<file path="src/rtl/mem_arbiter.sv">
// Memory port arbiter: shares one memory port between I-side line fills and
// D-side line fills / single-word writes, one transaction at a time.
module mem_arbiter #(
  parameter int MEM_LATENCY = 4,
  parameter bit D_PRIORITY  = 1'b1
) (
  input  logic        clk,
  input  logic        reset_n,
  input  logic        i_req,
  input  logic [15:0] i_addr,
  output logic        i_ack,
  output logic [63:0] i_rdata,
  input  logic        d_req,
  input  logic        d_we,
  input  logic [15:0] d_addr,
  input  logic [15:0] d_wdata,
  output logic        d_ack,
  output logic [63:0] d_rdata,
  output logic        mem_read,
  output logic        mem_write,
  output logic [15:0] mem_addr,
  output logic [15:0] mem_wdata,
  input  logic [63:0] mem_rdata
);

  typedef enum logic [1:0] {IDLE, BUSY, DONE} state_t;

  localparam int CW = (MEM_LATENCY > 1) ? $clog2(MEM_LATENCY) : 1;

  state_t        state, state_nxt;
  logic [CW-1:0] cnt;
  logic          own_d;     // 1: D-side owns the current transaction
  logic          last_d;    // 1: most recent grant went to D-side
  logic          we_q;
  logic [15:0]   addr_q;
  logic [15:0]   wdata_q;
  logic          grant_d;
  logic          last_cycle;
  logic          busy;

  assign last_cycle = (cnt == CW'(MEM_LATENCY - 1));
  assign busy       = (state == BUSY);

  // Tie resolution: fixed D priority, or round-robin against the last winner.
  always_comb begin
    // NOTE: every always_comb output gets a default first so no latch is inferred.
    grant_d = d_req;
    if (i_req && d_req) begin
      grant_d = D_PRIORITY ? 1'b1 : !last_d;
    end
  end

  always_comb begin
    state_nxt = state;
    case (state)
      IDLE:    if (i_req || d_req) state_nxt = BUSY;
      BUSY:    if (last_cycle)     state_nxt = DONE;
      DONE:    state_nxt = IDLE;
      default: state_nxt = IDLE;
    endcase
  end

  // NOTE: sequential state uses non-blocking assignments only, so every flop
  // samples pre-edge values regardless of statement order.
  always_ff @(posedge clk or negedge reset_n) begin
    if (!reset_n) begin
      state   <= IDLE;
      cnt     <= '0;
      own_d   <= 1'b0;
      last_d  <= 1'b1;
      we_q    <= 1'b0;
      addr_q  <= '0;
      wdata_q <= '0;
      i_rdata <= '0;
      d_rdata <= '0;
    end else begin
      state <= state_nxt;
      case (state)
        IDLE: begin
          cnt <= '0;
          if (i_req || d_req) begin
            own_d   <= grant_d;
            last_d  <= grant_d;
            we_q    <= grant_d & d_we;
            addr_q  <= grant_d ? d_addr : i_addr;
            wdata_q <= (grant_d && d_we) ? d_wdata : 16'h0000;
          end
        end
        BUSY: begin
          cnt <= cnt + 1'b1;
          if (last_cycle && !we_q) begin
            if (own_d) d_rdata <= mem_rdata;
            else       i_rdata <= mem_rdata;
          end
        end
        default: cnt <= '0;
      endcase
    end
  end

  // Command and ack outputs are decoded from state, so an asynchronous reset
  // drops them in the same cycle it is asserted.
  always_comb begin
    mem_read  = busy && !we_q;
    mem_write = busy && we_q;
    mem_addr  = 16'h0000;
    mem_wdata = 16'h0000;
    if (busy) begin
      mem_addr  = we_q ? addr_q : {addr_q[15:2], 2'b00};
      mem_wdata = we_q ? wdata_q : 16'h0000;
    end
    i_ack = (state == DONE) && !own_d;
    d_ack = (state == DONE) && own_d;
  end

endmodule

</file>
<file path="config.mk">
export PLATFORM = sky130hd
export DESIGN_NAME = mem_arbiter
export DESIGN_NICKNAME = d
export VERILOG_FILES = /design/src/rtl/mem_arbiter.sv
export SDC_FILE = /design/constraint.sdc
export NUM_CORES = 1
export LEC_CHECK = 0
export BUFFER_PORTS_ARGS = -buffer_cell sky130_fd_sc_hd__buf_2
export CORE_UTILIZATION = 35
export DETAILED_ROUTE_END_ITERATION = 10
export GPL_TIMING_DRIVEN = 0
export SLEW_MARGIN = 10
export SYNTH_ARGS = -nofsm -noshare
export SYNTH_HDL_FRONTEND = slang
export SYNTH_SLANG_ARGS = --single-unit
export TNS_END_PERCENT = 50
</file>
<file path="constraint.sdc">
create_clock -name clk -period 1.8 [get_ports clk]
set_clock_uncertainty 0.15 [all_clocks]
set_input_delay 0.18 -clock clk [delete_from_list [all_inputs] [get_ports clk]]
set_output_delay 0.18 -clock clk [all_outputs]
set_load 0.01 [all_outputs]
</file>
==> flow_metrics.env <==
export IMPL_status="finished with violations"
export IMPL_violations="setup timing"
export IMPL_drive_gt1_share_pct=60.85
export IMPL_period_needed_ps=1902
export IMPL_fin_nets=972
export IMPL_io_pins=281
export IMPL_drt_initial_drc_count=104
export IMPL_synth_top_area_cell="dfrtp_1"
export IMPL_p_int_uw=12450
export IMPL_worstPathMaxFanout=5
export IMPL_min_path_type="in -> reg"
export IMPL_grt_usage_pct=19.57
export IMPL_syn_area_per_cell_sq_um=16.34
export IMPL_core_area_sq_um=18960
export IMPL_crit_path_start_kind="flop"
export IMPL_p_leak_uw=0.005593
export IMPL_synth_seq_area_share_pct=60.53
export IMPL_required_ps=1950
export IMPL_cts_num_sinks=166
export IMPL_netlist_area_sq_um=6863
export IMPL_place_detailed_hpwl_microns=12350
export IMPL_numPortBuffers=279
export IMPL_maxSlewViolCount=0
export IMPL_path_clk_slew_ps=70
export IMPL_grt_pass1_wl_microns=30400
export IMPL_rows=50
export IMPL_start_util_pct=36.20
export IMPL_drt_met1_wl_microns=8159
export IMPL_max_freq_mhz=525.7
export IMPL_fin_crit_sh_pct=105.7
export IMPL_num_vias=5191
export IMPL_ir_worst_vdd_mv=0.7008
export IMPL_layout_commonest_cell="buf_2"
export IMPL_synth_top_area_share_pct=60.53
export IMPL_gp_congestion=0.7862
export IMPL_cts_max_level=4
export IMPL_die_area_sq_um=20170
export IMPL_ant_nets=0
export IMPL_clock_power_share_pct=20.1
export IMPL_cp_arrival_ps=2050
export IMPL_synth_nets=538
export IMPL_yosysUniqueCellTypes=24
export IMPL_combPwrFrac_pct=43.6
export IMPL_tightest_slew_ps=595.0
export IMPL_layout_common_cells="buf_2 (258), dfrtp_1 (165), dlygate4sd3_1 (112), mux2_4 (104), buf_6 (34)"
export IMPL_p_per_area_nw_per_um2=1640
export IMPL_rsz0062_at_grt="true"
export IMPL_cts_path_max_buffers=2
export IMPL_fill_cells=1434
export IMPL_worstPathCellList="buf_4 > nand2b_4 > nor4b_4 > buf_4 > buf_8 > buf_12 > buf_8 > mux2_4"
export IMPL_critPathKind="reg -> reg"
export IMPL_syn_inst=420
export IMPL_tritoncts="done"
export IMPL_cp_top_family="buffers and inverters"
export IMPL_whs_ps=21.48
export IMPL_multi_input_area_sq_um=2809
export IMPL_antenna_found_initial=0
export IMPL_synthesis_yosys_warnings=0
export IMPL_hold_viol=0
export IMPL_maxCapViolations=0
export IMPL_via_per_inst=4.610
export IMPL_highest_layer="met4"
export IMPL_cts_buffers=17
export IMPL_critPathCaptureType="flop"
export IMPL_n_antenna_cell=0
export IMPL_wl_microns=19750
export IMPL_sw_frac_of_total_pct=32.57
export IMPL_clk_latency_ps=420
export IMPL_seq_power_share_pct=36.3
export IMPL_dr_wl_met3_microns=1483
export IMPL_cp_buffers_inverters=5
export IMPL_synth_area_top_cells="dfrtp_1 (61%), mux2_4 (13%), mux2_1 (11%)"
export IMPL_cpPeakStageDelay_ps=370
export IMPL_gr_total_overflow=0
export IMPL_wl_per_cell_microns=17.54
export IMPL_cpMaxStageDelayCell="dfrtp_1"
export IMPL_die_x_microns=142.0
export IMPL_setup_violations=103
export IMPL_final_setup_worst_slack_ps=-102.1
export IMPL_grt_max_degree=91
export IMPL_wl_met2_microns=9808
export IMPL_grt_pass1_vias=5689
export IMPL_yosys_register_bits=166
export IMPL_slew_headroom_pct=60.34
export IMPL_first_pass_iters=4
export IMPL_power_switching_uw=6015
export IMPL_clock_root_buffer="clkbuf_16"
export IMPL_seq_area_sq_um=4155
export IMPL_area_delta_synth_final_pct=64.08
export IMPL_tns_ps=-5955
export IMPL_route_detailed_drc=0
export IMPL_die_h_microns=142.0
==> cell families (layout without fill, tap and decap cells) <==
group	Yosys count	in the layout	synth area share (%)
AOI/OAI and AO/OA	20	20	2.479
adders and majority gates	1	1	0.1823
buffers and inverters	27	473	3.008
DFF	166	166	60.53
muxes	160	160	29.54
and+or+nand+nor	46	46	4.266
==> power by group through the flow <==
stage	sequential [uW]	clock, uW	combinational [uW]
2_1_floorplan	7240	0	3020
5_1_grt	6940	3960	8650
3_3_place_gp	6550	0	6290
3_5_place_dp	6660	0	6430
4_1_cts	6680	3790	7790
6_report	6710	3700	8050
==> cells in the mapped netlist (all sizes together) <==
cell	number
nor2	3
nor3b	1
a22o	17
nand2b	1
o21ai	2
and3	19
ha	1
nand4b	1
dfrtp	166
nand2	1
a21o	1
and2	17
nor2b	1
clkbuf	6
mux2	160
and3b	1
buf	21
nor4b	1
==> cell type report <==
cell class,instances,share of cell area [%]
plain buffers,27,2.811
well taps,260,2.889
flip-flops and latches,166,36.90
clock buffers,17,3.778
repair buffers,415,27.17
clock inverters,14,1.511
multi-input cells,227,24.94
==> registers in the layout (all words and copies together) (netlist names) <==
register	cells
d_rdata	64
addr_q	16
we_q	1
cnt	2
wdata_q	16
i_rdata	64
state	2
own_d	1
==> worst paths after layout <==
| check | start | end | slack, ps | cells after the start |
|---|---|---|---|---|
| max | state[0]$_DFFE_PN0P_ | i_rdata[47]$_DFFE_PN0P_ | -100 | 8 |
| min | d_addr[3] | addr_q[3]$_DFFE_PN0P_ | 20 | 3 |
| max reg2reg | state[0]$_DFFE_PN0P_ | i_rdata[47]$_DFFE_PN0P_ | -100 | 8 |
| min reg2reg | i_rdata[29]$_DFFE_PN0P_ | i_rdata[29]$_DFFE_PN0P_ | 330 | 1 |
| max in group asynchronous | reset_n | d_rdata[11]$_DFFE_PN0P_ | 440 | 3 |
| min in group asynchronous | reset_n | d_rdata[55]$_DFFE_PN0P_ | 190 | 2 |
==> metal layers <==
layer / vias to the layer above / GRT usage [%]
li1: 2379 / -
met1: 2571 / 23.43
met2: 220 / 33.28
met3: 21 / 5.855
met4: 0 / 6.961
met5: - / 0
==> stage by stage <==
step	setup slack [ps]	power (uW)	util, %	instance area (sq um)	cells
2_1_floorplan	39.06	10250	-	6863	420
3_3_place_gp	-2010	12840	45.29	8584	959
3_5_place_dp	-192.8	13080	45.49	8622	960
4_1_cts	-103.7	18260	58.09	11010	1120
5_1_grt	-164.3	19550	59.41	11260	1126
6_report	-102.1	18470	59.41	11260	1126
==> worst min-delay path, cell delays in order <==
cell	delay (ps)
buf_2	90
mux2_2	150
mux2_2	140
==> timing repair <==
item / 4_1_cts / 5_1_grt
cloned: 5 / 5
pin swaps: 13 / 1
hold buffers: 112 / 0
setup buffers: 12 / 1
endpoints found under the setup margin: 158 / 180
resized for setup: 117 / 31
endpoints found under the hold margin: 237 / 0
(Power assumes the default switching activity.)
